### config.mk
export PLATFORM = sky130hd
export DESIGN_NAME = store_buffer
export DESIGN_NICKNAME = d
export VERILOG_FILES = /design/src/rtl/sail_mem_pkg.sv /design/src/rtl/store_fifo.sv /design/src/rtl/store_buffer.sv
export SDC_FILE = /design/constraint.sdc
export NUM_CORES = 1
export LEC_CHECK = 0
export BUFFER_PORTS_ARGS = -buffer_cell sky130_fd_sc_hd__buf_2
export CAP_MARGIN = 10
export CORE_MARGIN = 10
export CORE_UTILIZATION = 45
export CTS_BUF_LIST = sky130_fd_sc_hd__clkbuf_8 sky130_fd_sc_hd__clkbuf_16
export DETAILED_ROUTE_END_ITERATION = 10
export GPL_TIMING_DRIVEN = 0
export HOLD_SLACK_MARGIN = 0.08
export PLACE_DENSITY_LB_ADDON = 0.15
export SETUP_SLACK_MARGIN = 0.2
export SLEW_MARGIN = 10
export SYNTH_ARGS = -nofsm -noshare
export SYNTH_HDL_FRONTEND = slang
export SYNTH_HIERARCHICAL = 1
export SYNTH_SLANG_ARGS = --single-unit
### constraint.sdc
create_clock -name clk -period 4.95 [get_ports clk]
set_input_delay 1.2375 -clock clk [delete_from_list [all_inputs] [get_ports clk]]
set_output_delay 1.2375 -clock clk [all_outputs]
set_load 0.03 [all_outputs]
### src/rtl/sail_mem_pkg.sv
// Shared types and constants for the data-memory store buffer.
// Drain FSM encoding, FIFO entry layout and sign_mask field positions.
package sail_mem_pkg;

  typedef enum logic [1:0] {
    D_IDLE  = 2'd0,
    D_ISSUE = 2'd1,
    D_WAIT  = 2'd2
  } drain_state_e;

  // Memory-mapped LED register inside data_mem.
  localparam logic [31:0] LED_ADDR = 32'h0000_2000;

  // sign_mask layout: [1:0] access size, [2] zero-extend on load.
  localparam int SM_SIZE_LSB = 0;
  localparam int SM_SIZE_MSB = 1;
  localparam int SM_UNSIGNED = 2;

  localparam logic [1:0] SM_BYTE = 2'b00;
  localparam logic [1:0] SM_HALF = 2'b01;
  localparam logic [1:0] SM_WORD = 2'b10;

  typedef struct packed {
    logic [31:0] addr;
    logic [31:0] data;
    logic [3:0]  mask;
  } sb_entry_t;

  function automatic logic [1:0] sm_size(
    input logic [3:0] m
  );
    return m[SM_SIZE_MSB:SM_SIZE_LSB];
  endfunction

  function automatic logic sm_unsigned(
    input logic [3:0] m
  );
    return m[SM_UNSIGNED];
  endfunction

endpackage

### src/rtl/store_fifo.sv
// Circular store queue with pointers, occupancy and a parallel
// word-address match vector over the currently valid entries.
// Ports:
//   clk, reset   clock, async active-high reset
//   i_push       enqueue i_entry at the tail
//   i_pop        drop the head entry
//   i_cmp_word   load word address compared against every entry
//   o_head       oldest entry
//   o_full       DEPTH entries held
//   o_empty      no entries held
//   o_match      per-slot hit of a valid entry on i_cmp_word
module store_fifo
  import sail_mem_pkg::*;
#(
  parameter int DEPTH  = 4,
  parameter int CMP_HI = 11
) (
  input  logic              clk,
  input  logic              reset,
  input  logic              i_push,
  input  sb_entry_t         i_entry,
  input  logic              i_pop,
  input  logic [CMP_HI:2]   i_cmp_word,
  output sb_entry_t         o_head,
  output logic              o_full,
  output logic              o_empty,
  output logic [DEPTH-1:0]  o_match
);

  localparam int AW = (DEPTH > 1) ? $clog2(DEPTH) : 1;

  sb_entry_t       r_mem [DEPTH];
  logic [AW-1:0]   r_wr_ptr;
  logic [AW-1:0]   r_rd_ptr;
  logic [AW:0]     r_count;
  logic [AW-1:0]   w_off [DEPTH];

  always_ff @(posedge clk or posedge reset) begin
    if (reset) begin
      r_wr_ptr <= '0;
      r_rd_ptr <= '0;
      r_count  <= '0;
    end else begin
      if (i_push) begin
        r_wr_ptr <= r_wr_ptr + AW'(1);
      end
      if (i_pop) begin
        r_rd_ptr <= r_rd_ptr + AW'(1);
      end
      unique case ({i_push, i_pop})
        2'b10:   r_count <= r_count + (AW+1)'(1);
        2'b01:   r_count <= r_count - (AW+1)'(1);
        default: r_count <= r_count;
      endcase
    end
  end

  // Entry contents need no reset; validity comes from r_count.
  always_ff @(posedge clk) begin
    if (i_push) begin
      r_mem[r_wr_ptr] <= i_entry;
    end
  end

  assign o_head  = r_mem[r_rd_ptr];
  assign o_full  = (r_count == (AW+1)'(DEPTH));
  assign o_empty = (r_count == '0);

  // Slot g is valid when its distance from the head is below count.
  for (genvar g = 0; g < DEPTH; g++) begin : g_cmp
    assign w_off[g] = AW'(g) - r_rd_ptr;
    assign o_match[g] =
      ({1'b0, w_off[g]} < r_count) &&
      (r_mem[g].addr[CMP_HI:2] == i_cmp_word);
  end

endmodule

### src/rtl/store_buffer.sv
// Posted-write buffer between the MEM stage and data_mem; stores are
// queued and drained in order while loads pass straight through.
// Ports:
//   clk, reset        clock, async active-high reset
//   addr/write_data   CPU request address and store data
//   memwrite/memread  CPU store / load strobes (mutually exclusive)
//   sign_mask         CPU size/sign code, forwarded verbatim
//   read_data         load data, copy of mem_read_data
//   clk_stall         CPU must hold its request while high
//   mem_*             data_mem port (address, data, strobes, mask)
//   mem_read_data     data_mem load data, one cycle after mem_memread
//   mem_clk_stall     data_mem busy with a read-modify-write
module store_buffer
  import sail_mem_pkg::*;
#(
  parameter int DEPTH  = 4,
  parameter int CMP_HI = 11
) (
  input  logic        clk,
  input  logic        reset,
  input  logic [31:0] addr,
  input  logic [31:0] write_data,
  input  logic        memwrite,
  input  logic        memread,
  input  logic [3:0]  sign_mask,
  output logic [31:0] read_data,
  output logic        clk_stall,
  output logic [31:0] mem_addr,
  output logic [31:0] mem_write_data,
  output logic        mem_memwrite,
  output logic        mem_memread,
  output logic [3:0]  mem_sign_mask,
  input  logic [31:0] mem_read_data,
  input  logic        mem_clk_stall
);

  drain_state_e       r_state;
  logic               r_drain_we;

  sb_entry_t          w_head;
  sb_entry_t          w_new;
  logic               w_full;
  logic               w_empty;
  logic               w_push;
  logic               w_pop;
  logic               w_hit;
  logic               w_busy;
  logic               w_st_stall;
  logic               w_ld_stall;
  logic [DEPTH-1:0]   w_match;

  assign w_new = '{addr: addr, data: write_data, mask: sign_mask};

  store_fifo #(
    .DEPTH  (DEPTH),
    .CMP_HI (CMP_HI)
  ) u_fifo (
    .clk        (clk),
    .reset      (reset),
    .i_push     (w_push),
    .i_entry    (w_new),
    .i_pop      (w_pop),
    .i_cmp_word (addr[CMP_HI:2]),
    .o_head     (w_head),
    .o_full     (w_full),
    .o_empty    (w_empty),
    .o_match    (w_match)
  );

  assign w_busy = (r_state != D_IDLE);
  assign w_pop  = (r_state == D_WAIT) && !mem_clk_stall;
  assign w_hit  = memread && (|w_match);

  // A full buffer still accepts a store on the edge that frees a slot.
  assign w_push = memwrite && (!w_full || w_pop);

  assign w_st_stall = memwrite && w_full && !w_pop;
  assign w_ld_stall = memread && (w_hit || w_busy);
  assign clk_stall  = w_st_stall || w_ld_stall;

  // A hazard load forces a drain even though memread is high.
  always_ff @(posedge clk or posedge reset) begin
    if (reset) begin
      r_state    <= D_IDLE;
      r_drain_we <= 1'b0;
    end else begin
      r_drain_we <= 1'b0;
      unique case (r_state)
        D_IDLE: begin
          if (!w_empty && (!memread || w_hit)) begin
            r_state    <= D_ISSUE;
            r_drain_we <= 1'b1;
          end
        end
        D_ISSUE: begin
          r_state <= D_WAIT;
        end
        D_WAIT: begin
          if (!mem_clk_stall) begin
            r_state <= D_IDLE;
          end
        end
        default: begin
          r_state <= D_IDLE;
        end
      endcase
    end
  end

  always_comb begin
    mem_addr       = addr;
    mem_write_data = write_data;
    mem_sign_mask  = sign_mask;
    mem_memwrite   = 1'b0;
    mem_memread    = 1'b0;
    unique case (1'b1)
      w_busy: begin
        mem_addr       = w_head.addr;
        mem_write_data = w_head.data;
        mem_sign_mask  = w_head.mask;
        mem_memwrite   = r_drain_we;
      end
      default: begin
        mem_memread = memread && !w_hit;
      end
    endcase
  end

  assign read_data = mem_read_data;

endmodule

==> out/metrics.yaml, run 1 <==
fillers: 2046
pwr-share-comb_pct: 41.2
finalPower_uw: 9026
slowest_delay_ns: 0.40
fin_skew_ns: 0.009810
hold_depth: 1
fin_nets: 916
finalCritPeriodShare_pct: 91.42
p_leak_uw: 0.005183
path_clk_slew_ns: 0.06
synth_warnings: 6
synth_top_cell_by_area: "edfxtp_1"
multi_input_area_um2: 3194
cp-startpoint: "u_fifo/r_rd_ptr[1]$_DFFE_PP0P_"
dr.pass1.iters: 6
cts-root-buf: "clkbuf_16"
cts_tree: "built"
synth_edf_count: 272
start_util_pct: 46.06
synthTopCellsByArea: "edfxtp_1, mux4_2, mux2_2, buf_4, xor2_1"
synthArstFlopShare_pct: 3.546
vias: 6202
finalHoldViolCount: 0
setup_viol: 0
area_delta_synth_final_pct: 19.35
cp.required_ns: 3.71
via_per_inst: 5.337
synth_most_common_cell: "edfxtp_1"
gp_congestion: 0.7211
wl_per_cell_um: 22.35
grt_usage_pct: 15.04
grt_max_degree: 45
die_width_um: 183.8
status: "complete, no violations"
worst_slew_pin_slew_ns: 0.8050
path_class: "flip-flop to output pin"
cp_slowest_cell: "nor4_4"
postCtsSetupRepairBufs: 0
dieArea_um2: 33770
seq_area_um2: 8418
end_kind: "output pin"
sw_frac_of_total_pct: 35.08
finalSetupTns_ns: 0
cts_made_buffers: 29
ios: 208
numPortBuffers: 175
clock-sinks: 282
p_sw_uw: 3166
endpoint: "clk_stall"
vdd_drop_max_mv: 0.3487
arrival_ns: 3.29
ys_ff_latch: 282
ant_nets: 0
seqPwrFrac_pct: 36.5
yosysUniqueCellTypes: 35
start_kind: "flip-flop"
finalMaxSlewViolations: 0
drive_above_1_share_pct: 50.18
fmax_ghz: 0.2210
grt_overflow: 0
row_count: 59
rsz0062_at_grt: "false"
crit_fanout: 10
synth_top_area_share_pct: 67.67
h-tree-depth: 1
r2r-end: "r_state[0]$_DFFE_PP0P_"
wirelength_um: 25970
cp_num_cells: 12
slew_headroom_pct: 46.34
critPathMostFrequentCell: "buf_2"
ys_top_cells_by_count: "edfxtp_1, mux4_2, mux2_2"
grt_pass1_vias: 6803
drc: 0
internal_power_uw: 5859
clkPwrFrac_pct: 22.3
grt_pass1_wl_um: 39650
core_area_um2: 26210
syn-num-nets: 706
crit_family: "buffers and inverters"
clk_latency_ns: 0.54
clockBufferDepth: 3
synthFlopType: "edfxtp_1"
crit_chain: "buf_2 -> clkbuf_4 -> inv_1 -> ha_1 -> a21oi_1 -> nor2_1 -> o21ai_0 -> nor4_2 -> nor4_4 -> nand2_1 -> a22o_1 -> buf_2"
timing.rr.start: "u_fifo/r_rd_ptr[1]$_DFFE_PP0P_"
drtIter0Drc: 339
reg2reg_depth: 10
synth_seq_area_share_pct: 69.74
antenna_found_initial: 7
die_h_um: 183.8
final_cells: 1162
cp_num_buf_inv: 4
p_per_area_nw_per_um2: 626.5
syn_area_per_cell_um2: 20.42
synth_cells: 591
syn_area_um2: 12070
place.detailed.hpwl_um: 17130
min_path_type: "flip-flop to flip-flop"
place_inst: 1105
finalCriticalPeriod_ns: 4.525
rrSetupSlack_ns: 2.05
cap_violations: 0
## placed cells by master (no fill, tap or decap), types with 10 or more instances in the layout
| cell | count |
|---|---|
| xor2_1 | 29 |
| clkbuf_16 | 29 |
| dfrtp_1 | 10 |
| mux4_2 | 68 |
| buf_4 | 37 |
| edfxtp_1 | 272 |
| buf_2 | 178 |
| xnor2_1 | 18 |
| inv_1 | 16 |
| mux2_2 | 63 |
## stage by stage
stage | setup slack [ns] | utilization, % | hold WS (ns) | cell area (um2)
2_1_floorplan | 0.9716 | - | 0.4936 | 12070
5_1_grt | 0.2451 | 54.94 | 0.5712 | 14400
4_1_cts | 0.2105 | 54.87 | 0.5310 | 14380
6_report | 0.4247 | 54.97 | 0.5284 | 14410
3_5_place_dp | 0.5619 | 51.46 | 0.5197 | 13490
3_3_place_gp | -0.6870 | 51.00 | 0.5073 | 13370
## layout make-up
type,instances,area share (%)
antenna,4,0.06948
inverter,10,0.2606
buffer,59,3.153
sequential,282,58.43
tap,335,2.910
clock buffer,29,5.037
multi-input combinational,240,22.17
timing repair buffer,179,6.844
clock inverter,24,1.120
## what timing repair did
item / 4_1_cts / 5_1_grt
hold endpoints to repair: 0 / 0
hold buffers: 0 / 0
gates resized for setup: 1 / 3
cloned: 0 / 0
endpoints found under the setup margin: 2 / 2
## metal layers
layer / global-route usage, % / vias to the layer above / routed length [um]
met4: 3.540 / 4 / 476
met3: 4.486 / 42 / 2011
li1: - / 2774 / -
met2: 25.59 / 189 / 12640
met5: 0 / - / 15
met1: 18.51 / 3193 / 10830
## cell families (layout without fill, tap and decap cells)
| group | count (synthesis) | count (layout) | share of synthesized area (%) |
|---|---|---|---|
| buffers and inverters | 69 | 301 | 4.053 |
| adders and majority gates | 10 | 10 | 1.099 |
| other | 0 | 4 | 0 |
| DFF | 282 | 282 | 69.74 |
| xor gates and xnor gates | 47 | 47 | 3.410 |
| and+or+nand+nor | 33 | 33 | 1.752 |
| AOI/OAI and AO/OA | 12 | 12 | 0.5909 |
| muxes | 138 | 138 | 19.35 |
## how the worst min path moves through the flow
| stage | start | end | slack, ns |
|---|---|---|---|
| floorplan | u_fifo/r_wr_ptr[0]$_DFFE_PP0P_ | u_fifo/r_wr_ptr[0]$_DFFE_PP0P_ | 0.49 |
| global placement | u_fifo/r_wr_ptr[0]$_DFFE_PP0P_ | u_fifo/r_wr_ptr[0]$_DFFE_PP0P_ | 0.51 |
| detailed placement | u_fifo/r_wr_ptr[0]$_DFFE_PP0P_ | u_fifo/r_wr_ptr[0]$_DFFE_PP0P_ | 0.52 |
| CTS | u_fifo/r_wr_ptr[0]$_DFFE_PP0P_ | u_fifo/r_wr_ptr[0]$_DFFE_PP0P_ | 0.53 |
| global route | u_fifo/r_wr_ptr[0]$_DFFE_PP0P_ | u_fifo/r_wr_ptr[0]$_DFFE_PP0P_ | 0.57 |
| finish | u_fifo/r_wr_ptr[0]$_DFFE_PP0P_ | u_fifo/r_wr_ptr[0]$_DFFE_PP0P_ | 0.53 |
## registers in the layout, summed over array words and instances, names as in the netlist
signal,flops
u_fifo/r_mem,272
u_fifo/r_count,3
r_state,2
u_fifo/r_rd_ptr,2
u_fifo/r_wr_ptr,2
r_drain_we,1
## power groups by stage
stage | Clock [uW] | Sequential [uW] | Combinational, uW
final | 2010 | 3290 | 3720
after global routing | 2170 | 3340 | 3990
after detailed placement | 0 | 3350 | 3780
after CTS | 2070 | 3300 | 3800
after global placement | 0 | 3380 | 3680
after floorplan | 0 | 3320 | 2740
(Power assumes the default switching activity.)
==> inputs of run 2 (changes only) <==
==> constraint.sdc (replaced) <==
create_clock -name clk -period 5.2 [get_ports clk]
set_input_delay 1.3 -clock clk [delete_from_list [all_inputs] [get_ports clk]]
set_output_delay 1.3 -clock clk [all_outputs]
set_load 0.03 [all_outputs]
==> run 2 against run 1 <==
Against the previous run:
- setup slack better by 0.063 ns
- non-clock buffer count unchanged
- routed wire length down 0.37%
- combinational power down 5%
- die area unchanged
- design area down 0.12%
- sequential power down 5%
==> out/metrics.yaml, run 2 (synthesis gave the netlist of run 1 again) <==
drtIter0Drc: 334
finalMaxSlewViolations: 0
end_kind: "output pin"
cp-startpoint: "u_fifo/r_rd_ptr[1]$_DFFE_PP0P_"
status: "complete, no violations"
die_width_um: 183.8
path_class: "flip-flop to output pin"
grt_pass1_vias: 6809
fillers: 2047
crit_fanout: 10
cp.required_ns: 3.90
grt_pass1_wl_um: 39680
pwr-share-comb_pct: 41.2
cts-root-buf: "clkbuf_16"
vdd_drop_max_mv: 0.3321
crit_chain: "buf_2 -> buf_2 -> inv_1 -> ha_1 -> a21oi_1 -> nor2_1 -> o21ai_0 -> nor4_2 -> nor4_2 -> nand2_1 -> a22o_1 -> buf_2"
seqPwrFrac_pct: 36.5
via_per_inst: 5.336
arrival_ns: 3.41
start_util_pct: 46.06
hold_buffers: 0
critPathMostFrequentCell: "buf_2"
cts_tree: "built"
p_per_area_nw_per_um2: 596.8
grt_usage_pct: 15.04
clkPwrFrac_pct: 22.3
row_count: 59
h-tree-depth: 1
dr.pass1.iters: 6
start_kind: "flip-flop"
finalSetupTns_ns: 0
drive_above_1_share_pct: 50.06
finalHoldViolCount: 0
placedInstanceArea_um2: 13490
timing.rr.start: "u_fifo/r_rd_ptr[1]$_DFFE_PP0P_"
fin_nets: 916
vias: 6201
sw_frac_of_total_pct: 35.06
crit_family: "buffers and inverters"
multi_input_area_um2: 3179
cap_violations: 0
p_leak_uw: 0.005176
min_path_type: "flip-flop to flip-flop"
design_area_um2: 14390
largest_register: "u_fifo/r_mem"
die_h_um: 183.8
wirelength_um: 25870
fmax_ghz: 0.2122
clockBufferDepth: 3
rsz0062_at_grt: "false"
finalCriticalPeriod_ns: 4.712
gp_congestion: 0.7211
ios: 208
min_from: "u_fifo/r_wr_ptr[0]$_DFFE_PP0P_"
clk_latency_ns: 0.53
clock-sinks: 282
grt_overflow: 0
core_area_um2: 26210
finalCritPeriodShare_pct: 90.62
setup_viol: 0
top_regs: "u_fifo/r_mem: 272 flops, u_fifo/r_count: 3 flops"
drc: 0
mostFrequentLayoutCell: "edfxtp_1"
wl_per_cell_um: 22.26
grt_max_degree: 45
slowest_delay_ns: 0.47
cp_slowest_cell: "nor4_2"
cp_num_buf_inv: 4
worst_slew_pin_slew_ns: 0.8159
numPortBuffers: 175
path_clk_slew_ns: 0.06
p_sw_uw: 3011
most-common-layout-cells: "edfxtp_1, buf_2, mux4_2"
dieArea_um2: 33770
ant_nets: 0
seq_area_um2: 8418
fin_skew_ns: 0.008437
largest_reg_flops: 272
utilization_pct: 54.91
cts_made_buffers: 29
place.detailed.hpwl_um: 17130
area_delta_synth_final_pct: 19.21
antenna_found_initial: 7
internal_power_uw: 5576
slew_headroom_pct: 45.61
==> run 2: what timing repair did <==
item | in CTS | in global routing
setup buffers | 0 | 0
endpoints found under the hold margin | 0 | 0
resized for setup | 0 | 1
endpoints found under the setup margin | 0 | 2
==> run 2: worst paths after layout <==
| kind | endpoint | slack (ns) | depth (start not counted) |
|---|---|---|---|
| max | clk_stall | 0.49 | 12 |
| min | u_fifo/r_wr_ptr[0]$_DFFE_PP0P_ | 0.53 | 1 |
| max reg2reg | r_state[0]$_DFFE_PP0P_ | 2.28 | 10 |
| min reg2reg | u_fifo/r_wr_ptr[0]$_DFFE_PP0P_ | 0.53 | 1 |
| max in group asynchronous | u_fifo/r_rd_ptr[1]$_DFFE_PP0P_ | 4.27 | 2 |
| min in group asynchronous | r_drain_we$_DFF_PP0_ | 0.65 | 2 |
==> run 2: layer usage <==
layer,GRT usage (%),vias to the layer above,share of wire [%]
li1,-,2776,-
met1,18.52,3186,41
met2,25.59,191,49
met3,4.486,44,7.8
met4,3.540,4,1.8
met5,0,-,0.058
==> run 2: area by class of cell <==
type                    instances  area share (%)
flip-flops and latches        282           58.50
multi-input cells             240           22.10
repair buffers                179           6.852
clock buffers                  29           5.043
plain buffers                  59           3.139
well taps                     335           2.913
clock inverters                24           1.122
inverters                      10          0.2609
diodes                          4         0.06957
==> run 2: through the flow <==
step	setup WS, ns	std cells	power [uW]	hold slack (ns)
global route	0.2643	1159	9036	0.5712
floorplan	1.159	591	5774	0.4936
finish	0.4879	1162	8587	0.5284
global placement	-0.4995	1101	6716	0.5073
CTS	0.2092	1158	8733	0.5310
detailed placement	0.6869	1105	6781	0.5197
==> run 2: power groups by stage <==
stage / clock network, uW / registers, uW / logic (uW)
after global placement: 0 / 3220 / 3500
after detailed placement: 0 / 3190 / 3590
after CTS: 1970 / 3140 / 3620
after floorplan: 0 / 3160 / 2610
after global routing: 2060 / 3180 / 3800
final: 1910 / 3140 / 3540
